**src/rtl/fifo_ctrl_if.sv**
```systemverilog
// -----------------------------------------------------------------------------
// fifo_ctrl_if
// Handshake bundle between the FIFO pointer/flag controller and its users.
//   master : producer/consumer side. Drives wr/rd and observes everything else.
//   slave  : controller side. Receives wr/rd and drives the RAM controls
//            (we, w_addr, r_addr) and the status flags.
// Signals:
//   wr, rd              push / pop requests
//   we, w_addr, r_addr  RAM write enable, write address, read address
//   full, empty         occupancy flags
//   ovf, udf            rejected push / rejected pop pulses
//   level               stored word count (0 .. 2**ADDR_WIDTH)
//   almost_full/empty   threshold flags
// -----------------------------------------------------------------------------
interface fifo_ctrl_if #(
    parameter int ADDR_WIDTH = 3
);
    logic                  wr;
    logic                  rd;
    logic                  we;
    logic [ADDR_WIDTH-1:0] w_addr;
    logic [ADDR_WIDTH-1:0] r_addr;
    logic                  full;
    logic                  empty;
    logic                  ovf;
    logic                  udf;
    logic [ADDR_WIDTH:0]   level;
    logic                  almost_full;
    logic                  almost_empty;

    modport master (
        output wr, rd,
        input  we, w_addr, r_addr, full, empty, ovf, udf,
               level, almost_full, almost_empty
    );

    modport slave (
        input  wr, rd,
        output we, w_addr, r_addr, full, empty, ovf, udf,
               level, almost_full, almost_empty
    );
endinterface

```
**src/rtl/fifo_ctrl.sv**
```systemverilog
// -----------------------------------------------------------------------------
// fifo_ctrl
// Pointer/flag controller for a first-word-fall-through FIFO built around a
// distributed dual-port RAM with combinational read. The head word is on the
// RAM r_data whenever empty is low, so a pop consumes it in the same cycle.
//
// Ports:
//   clk    rising-edge clock
//   rst_n  asynchronous active-low reset
//   bus    fifo_ctrl_if.slave: wr/rd in; we (combinational), w_addr, r_addr,
//          full, empty, ovf, udf, level, almost_full, almost_empty out
//
// Build option:
//   FIFO_CTRL_LEVEL_EN  when defined, a registered occupancy counter drives
//                       level/almost_full/almost_empty; otherwise those
//                       outputs are tied to 0.
// -----------------------------------------------------------------------------
module fifo_ctrl #(
    parameter int ADDR_WIDTH = 3,
    parameter int AF_MARGIN  = 1,
    parameter int AE_MARGIN  = 1
) (
    input  logic         clk,
    input  logic         rst_n,
    fifo_ctrl_if.slave   bus
);
    localparam int DEPTH = 1 << ADDR_WIDTH;
    localparam logic [ADDR_WIDTH:0] AF_THRESH = (ADDR_WIDTH+1)'(DEPTH - AF_MARGIN);
    localparam logic [ADDR_WIDTH:0] AE_THRESH = (ADDR_WIDTH+1)'(AE_MARGIN);

    logic [ADDR_WIDTH-1:0] w_ptr_q, w_ptr_d, w_ptr_inc;
    logic [ADDR_WIDTH-1:0] r_ptr_q, r_ptr_d, r_ptr_inc;
    logic                  full_q, full_d;
    logic                  empty_q, empty_d;
    logic                  ovf_q, ovf_d;
    logic                  udf_q, udf_d;
    logic                  push_ok, pop_ok;

    // A push into a full FIFO is allowed when a pop frees the head slot at the
    // same edge; a pop from an empty FIFO is never allowed, even with a push.
    always_comb begin
        push_ok   = bus.wr & (~full_q | bus.rd);
        pop_ok    = bus.rd & ~empty_q;
        w_ptr_inc = w_ptr_q + ADDR_WIDTH'(1);
        r_ptr_inc = r_ptr_q + ADDR_WIDTH'(1);

        w_ptr_d = push_ok ? w_ptr_inc : w_ptr_q;
        r_ptr_d = pop_ok  ? r_ptr_inc : r_ptr_q;
        full_d  = full_q;
        empty_d = empty_q;

        // Pointer equality alone is ambiguous (full vs empty), so the flags
        // are resolved from the direction of the last single-sided move.
        if (push_ok && !pop_ok) begin
            empty_d = 1'b0;
            full_d  = (w_ptr_inc == r_ptr_q);
        end else if (pop_ok && !push_ok) begin
            full_d  = 1'b0;
            empty_d = (r_ptr_inc == w_ptr_q);
        end

        ovf_d = bus.wr & ~push_ok;
        udf_d = bus.rd & ~pop_ok;
    end

    always_ff @(posedge clk or negedge rst_n) begin
        if (!rst_n) begin
            w_ptr_q <= '0;
            r_ptr_q <= '0;
            full_q  <= 1'b0;
            empty_q <= 1'b1;
            ovf_q   <= 1'b0;
            udf_q   <= 1'b0;
        end else begin
            w_ptr_q <= w_ptr_d;
            r_ptr_q <= r_ptr_d;
            full_q  <= full_d;
            empty_q <= empty_d;
            ovf_q   <= ovf_d;
            udf_q   <= udf_d;
        end
    end

    assign bus.we     = push_ok;
    assign bus.w_addr = w_ptr_q;
    assign bus.r_addr = r_ptr_q;
    assign bus.full   = full_q;
    assign bus.empty  = empty_q;
    assign bus.ovf    = ovf_q;
    assign bus.udf    = udf_q;

`ifdef FIFO_CTRL_LEVEL_EN
    logic [ADDR_WIDTH:0] level_q, level_d;
    logic                almost_full_q, almost_full_d;
    logic                almost_empty_q, almost_empty_d;

    // Thresholds are evaluated on the next count so the flags are registered
    // in step with level rather than lagging it by a cycle.
    always_comb begin
        level_d = level_q;
        if (push_ok && !pop_ok) begin
            level_d = level_q + (ADDR_WIDTH+1)'(1);
        end else if (pop_ok && !push_ok) begin
            level_d = level_q - (ADDR_WIDTH+1)'(1);
        end
        almost_full_d  = (level_d >= AF_THRESH);
        almost_empty_d = (level_d <= AE_THRESH);
    end

    always_ff @(posedge clk or negedge rst_n) begin
        if (!rst_n) begin
            level_q        <= '0;
            almost_full_q  <= 1'b0;
            almost_empty_q <= 1'b1;
        end else begin
            level_q        <= level_d;
            almost_full_q  <= almost_full_d;
            almost_empty_q <= almost_empty_d;
        end
    end

    assign bus.level        = level_q;
    assign bus.almost_full  = almost_full_q;
    assign bus.almost_empty = almost_empty_q;
`else
    // Thresholds have no consumer in this build.
    logic unused_thresh;
    assign unused_thresh = ^{AF_THRESH, AE_THRESH};

    assign bus.level        = '0;
    assign bus.almost_full  = 1'b0;
    assign bus.almost_empty = 1'b0;
`endif

endmodule

```
**src/flat_wrapper.sv**
```systemverilog
// flat-port wrapper written by rule: the top's interface ports become plain ports
module fifo_ctrl_flat 
#(
    parameter int ADDR_WIDTH = 3,
    parameter int AF_MARGIN  = 1,
    parameter int AE_MARGIN  = 1
)
  (clk, rst_n, bus_wr, bus_rd, bus_we, bus_w_addr, bus_r_addr, bus_full, bus_empty, bus_ovf, bus_udf, bus_level, bus_almost_full, bus_almost_empty);
  fifo_ctrl_if #(.ADDR_WIDTH(ADDR_WIDTH)) bus_i ();
  input  logic clk;
  input  logic rst_n;
  input wire logic [$bits(bus_i.wr)-1:0] bus_wr;
  input wire logic [$bits(bus_i.rd)-1:0] bus_rd;
  output wire logic [$bits(bus_i.we)-1:0] bus_we;
  output wire logic [$bits(bus_i.w_addr)-1:0] bus_w_addr;
  output wire logic [$bits(bus_i.r_addr)-1:0] bus_r_addr;
  output wire logic [$bits(bus_i.full)-1:0] bus_full;
  output wire logic [$bits(bus_i.empty)-1:0] bus_empty;
  output wire logic [$bits(bus_i.ovf)-1:0] bus_ovf;
  output wire logic [$bits(bus_i.udf)-1:0] bus_udf;
  output wire logic [$bits(bus_i.level)-1:0] bus_level;
  output wire logic [$bits(bus_i.almost_full)-1:0] bus_almost_full;
  output wire logic [$bits(bus_i.almost_empty)-1:0] bus_almost_empty;
  assign bus_i.wr = bus_wr;
  assign bus_i.rd = bus_rd;
  assign bus_we = bus_i.we;
  assign bus_w_addr = bus_i.w_addr;
  assign bus_r_addr = bus_i.r_addr;
  assign bus_full = bus_i.full;
  assign bus_empty = bus_i.empty;
  assign bus_ovf = bus_i.ovf;
  assign bus_udf = bus_i.udf;
  assign bus_level = bus_i.level;
  assign bus_almost_full = bus_i.almost_full;
  assign bus_almost_empty = bus_i.almost_empty;
  fifo_ctrl #(.ADDR_WIDTH(ADDR_WIDTH), .AF_MARGIN(AF_MARGIN), .AE_MARGIN(AE_MARGIN)) u_core (.clk(clk), .rst_n(rst_n), .bus(bus_i));
endmodule
```
**config.mk**
```make
export PLATFORM = sky130hd
export DESIGN_NAME = fifo_ctrl_flat
export DESIGN_NICKNAME = d
export VERILOG_FILES = /design/src/rtl/fifo_ctrl_if.sv /design/src/rtl/fifo_ctrl.sv /design/src/flat_wrapper.sv
export SDC_FILE = /design/constraint.sdc
export NUM_CORES = 1
export LEC_CHECK = 0
export ABC_CLOCK_PERIOD_IN_PS = 1400
export CAP_MARGIN = 20
export CORE_MARGIN = 1
export CORE_UTILIZATION = 37
export CTS_CLUSTER_DIAMETER = 100
export DETAILED_ROUTE_END_ITERATION = 10
export HOLD_SLACK_MARGIN = 0.1
export PLACE_DENSITY = 0.76
export SYNTH_ARGS = -nofsm -noshare
export SYNTH_HDL_FRONTEND = slang
export SYNTH_SLANG_ARGS = --single-unit
```
**constraint.sdc**
```tcl
create_clock -name clk -period 1.4 [get_ports clk]
set_input_delay 0.28 -clock clk [delete_from_list [all_inputs] [get_ports clk]]
set_output_delay 0.28 -clock clk [all_outputs]
set_load 0.1 [all_outputs]
```
==> summary.md, run 1 <==
| Metric | Value |
|---|---|
| Final Hold Vio Count | `0` |
| I/O pin count | `21` |
| Global-route wire length before repair | `between 1.5 and 2 mm` |
| Antenna Violating Nets Remaining | `0` |
| Maximum capacitance violations | `0` |
| Crit path kind | `reg -> out` |
| Layout Nets | `between 80 and 90` |
| Area of the core | `1318 sq um` |
| CTS Buffer Depth | `2` |
| Design Area, Final | `1026 sq um` |
| Layout Utilization | `a little under 80%` |
| Share of cells above drive strength 1 | `a little over three fifths` |
| Fillers | `68` |
| Non-Filler Instances | `93` |
| Total CTS buffers | `3` |
| EDFF count, synth | `0` |
| Register area | `around 270 sq um` |
| Largest area contributor in the netlist | `dfrtp_1` |
| Slew Viols, Final | `0` |
| Worst r2r src | `u_core.bus.full` |
| Top_reg_cell synth | `dfrtp_1` |
| Fmax | `~660 MHz` |
| Worst-path fanout max | `2` |
| Synth area leaders | `dfrtp_1 (42%), xnor2_1 (12%), buf_4 (8.5%)` |
| Slack of the worst reg-to-reg path | `-90 ps` |
| Gr ovfl total | `0` |
| Post-synthesis cell type count | `19` |
| Critical Path Sink | `bus_we` |
| Clock transition at path regs | `about 70 ps` |
| HP Class | `in -> async` |
| Seq/Total Area, Yosys | `about 47%` |
| Top cells by count, synth | `dfrtp_1 (9), xnor2_1 (7), buf_4 (6), ha_1 (3), nand2_1 (3)` |
| Largest net degree at the start of global routing | `11` |
| Post-route DRC | `0` |
| Setup Skew | `around 0.36 ps` |
| Avg WL per Cell | `11.99 um` |
| Layout area overhead | `92.49%` |
| Vias in the first global route | `between 400 and 500` |
| Via count | `417` |
| Async S/R FF share, synth | `100.0%` |
| Worst skew pair latency | `roughly 270 ps` |
| Initial antenna violation count | `0` |
| 1st-iter DRT viols | `0` |
| Gp weighted congestion | `roughly 0.77` |
| Final Critical Period | `approximately 1500 ps` |
| Worst setup startpoint | `u_core.bus.full` |
| Status | `finished with violations` |
| Placed cells | `86` |
| Failing checks | `setup timing` |
| Final setup violating endpoints | `4` |
| Synthesized flop and latch total | `10` |
| CTS Sinks | `10` |
| DIE AREA | `1596 sq um` |
| CP Launch Type | `flip-flop` |
| Initial Utilization | `approximately two fifths` |
| Tcrit/Tclk final | `108.1%` |
| Depth of the worst register-to-register path | `7` |
| Cell Rows | `13` |
| Worst EP arrival | `around 1200 ps` |
| Netlist Area Pre-Place | `around 530 sq um` |
| Post-DP HPWL | `approximately 860 um` |
| Placed cell area | `923.4 sq um` |
| Gr usage total | `between 10% and 20%` |
| Cells after Synth | `46` |
| Setup ws final | `-113.5 ps` |
| RSZ-0062 raised after global routing | `true` |
| FF-to-FF End | `u_core.bus.empty` |
| CTS tree | `yes` |
| Number of I/O port buffers | `14` |
| Most frequent cell after synthesis | `dfrtp_1` |
| Antenna fix cells | `0` |
| Synth top area share | `42.25%` |
| Vias per cell | `4.484` |
| Width of the die | `roughly 40 um` |
| WP data required | `~1100 ps` |
| Final wirelength | `between 1 and 1.5 mm` |
| Multi-input gate area | `roughly 320 sq um` |
| Root Driver | `clkbuf_4` |
| H-tree lvl count | `1` |
| Ys Warns | `0` |
| Syn avg cell area | `around 12 sq um` |
| Crit. End Element | `output pin` |
| First-pass DRT Iterations | `1` |
| Die H | `around 40 um` |
## layout by cell type, fill, tap and decap left out
master / synthesis / final
buf_6: 0 / 2
dfrtp_1: 9 / 4
mux2_2: 2 / 2
dfrtp_4: 0 / 3
inv_1: 2 / 1
ha_4: 0 / 2
ha_1: 3 / 1
nand3_1: 1 / 1
nand2_2: 0 / 1
clkbuf_8: 0 / 1
buf_12: 0 / 11
conb_1: 1 / 6
and2_1: 1 / 1
o41ai_2: 0 / 1
xor2_2: 1 / 1
nand2b_4: 0 / 1
nand3b_1: 1 / 1
buf_4: 6 / 13
nand2_4: 0 / 1
nand2_1: 3 / 1
nand2b_2: 0 / 1
a22o_1: 1 / 1
dfstp_4: 0 / 1
xnor2_1: 7 / 6
dlygate4sd2_1: 0 / 2
xnor2_2: 0 / 1
clkbuf_4: 0 / 3
dfrtp_2: 0 / 2
nor2_1: 1 / 1
xor2_1: 2 / 2
clkinvlp_4: 0 / 1
nor4_4: 0 / 1
clkdlybuf4s50_1: 0 / 1
## sequential cells by signal (all words and copies together) (netlist names)
| register | cells |
|---|---|
| u_core.bus.r_addr | 3 |
| u_core.bus.w_addr | 3 |
| u_core.bus.empty | 1 |
| u_core.bus.full | 1 |
| u_core.bus.ovf | 1 |
| u_core.bus.udf | 1 |
## kinds of logic after synthesis
| kind of cell | Yosys count | share of synthesized area (%) |
|---|---|---|
| AOI/OAI and AO/OA | 2 | 3.287 |
| xor gates and xnor gates | 10 | 17.84 |
| adders and majority gates | 3 | 7.043 |
| buffers and inverters | 8 | 9.859 |
| DFF | 10 | 47.18 |
| muxes | 2 | 4.225 |
| other | 1 | 0.7035 |
| and+or+nand+nor | 10 | 9.859 |
## worst min-delay path by stage
stage | endpoint | startpoint
floorplan | u_core.bus.ovf | rst_n
global placement | u_core.bus.r_addr[0] | u_core.bus.r_addr[0]
detailed placement | u_core.bus.r_addr[0] | u_core.bus.r_addr[0]
CTS | u_core.bus.w_addr[1] | rst_n
global route | u_core.bus.w_addr[1] | rst_n
finish | u_core.bus.r_addr[1] | rst_n
## through the flow
stage	hold slack, ps	setup TNS (ps)	setup slack (ps)
5_1_grt	366.3	-471.0	-156.5
3_5_place_dp	593.4	-1184	-379.2
4_1_cts	337.3	-287.0	-125.9
3_3_place_gp	585.2	-1042	-322.9
2_1_floorplan	-15.59	-1503	-671.3
6_report	327.8	-274.5	-113.5
## layer usage
layer	global-route usage (%)	vias up	part of all wire (%)
met2	31.85	15	50
met1	18.49	197	43
met4	15.52	0	3.6
li1	-	200	-
met5	0	-	0
met3	3.333	5	3.9
## final cells by class
type                       count  share of cell area [%]
timing repair buffer          29                   35.85
inverter                       2                   1.098
tap                           15                   1.829
sequential                    10                   26.22
clock buffer                   4                   3.537
multi-input combinational     33                   31.46
## what timing repair did
| item | 4_1_cts | 5_1_grt |
|---|---|---|
| hold buffers | 0 | 0 |
| pin swaps | 1 | 1 |
| buffers inserted | 3 | 0 |
| gates resized for setup | 8 | 1 |
| endpoints found under the hold margin | 0 | 0 |
| endpoints found under the setup margin | 4 | 4 |
## worst max-delay path, cell delays in order, from the launching register on
cell and delay (ps):
dfrtp_4 490, nand2b_4 90, nand2_4 50, clkinvlp_4 80, buf_6 90, buf_12 160
Power of run 1 is not shown: default switching activity piles up to over one toggle a cycle in this logic, so the estimate is an artifact.
==> run 2, diff against run 1 <==
--- a/config.mk
+++ b/config.mk
@@ -6,7 +6,7 @@
 export NUM_CORES = 1
 export LEC_CHECK = 0
 export ABC_CLOCK_PERIOD_IN_PS = 1400
-export CAP_MARGIN = 20
+export CAP_MARGIN = 5
 export CORE_MARGIN = 1
 export CORE_UTILIZATION = 37
 export CTS_CLUSTER_DIAMETER = 100
==> results of run 2 <==
No change in the layout: final DEF, timing and power equal those of run 1.
Power of run 2 is left out for the same reason.
==> run 3, diff against run 2 <==
--- a/config.mk
+++ b/config.mk
@@ -6,7 +6,6 @@
 export NUM_CORES = 1
 export LEC_CHECK = 0
 export ABC_CLOCK_PERIOD_IN_PS = 1400
-export CAP_MARGIN = 5
 export CORE_MARGIN = 1
 export CORE_UTILIZATION = 37
 export CTS_CLUSTER_DIAMETER = 100
==> results of run 3 <==
No change in the layout: final DEF, timing and power equal those of run 1.
Power of run 3 is left out for the same reason.
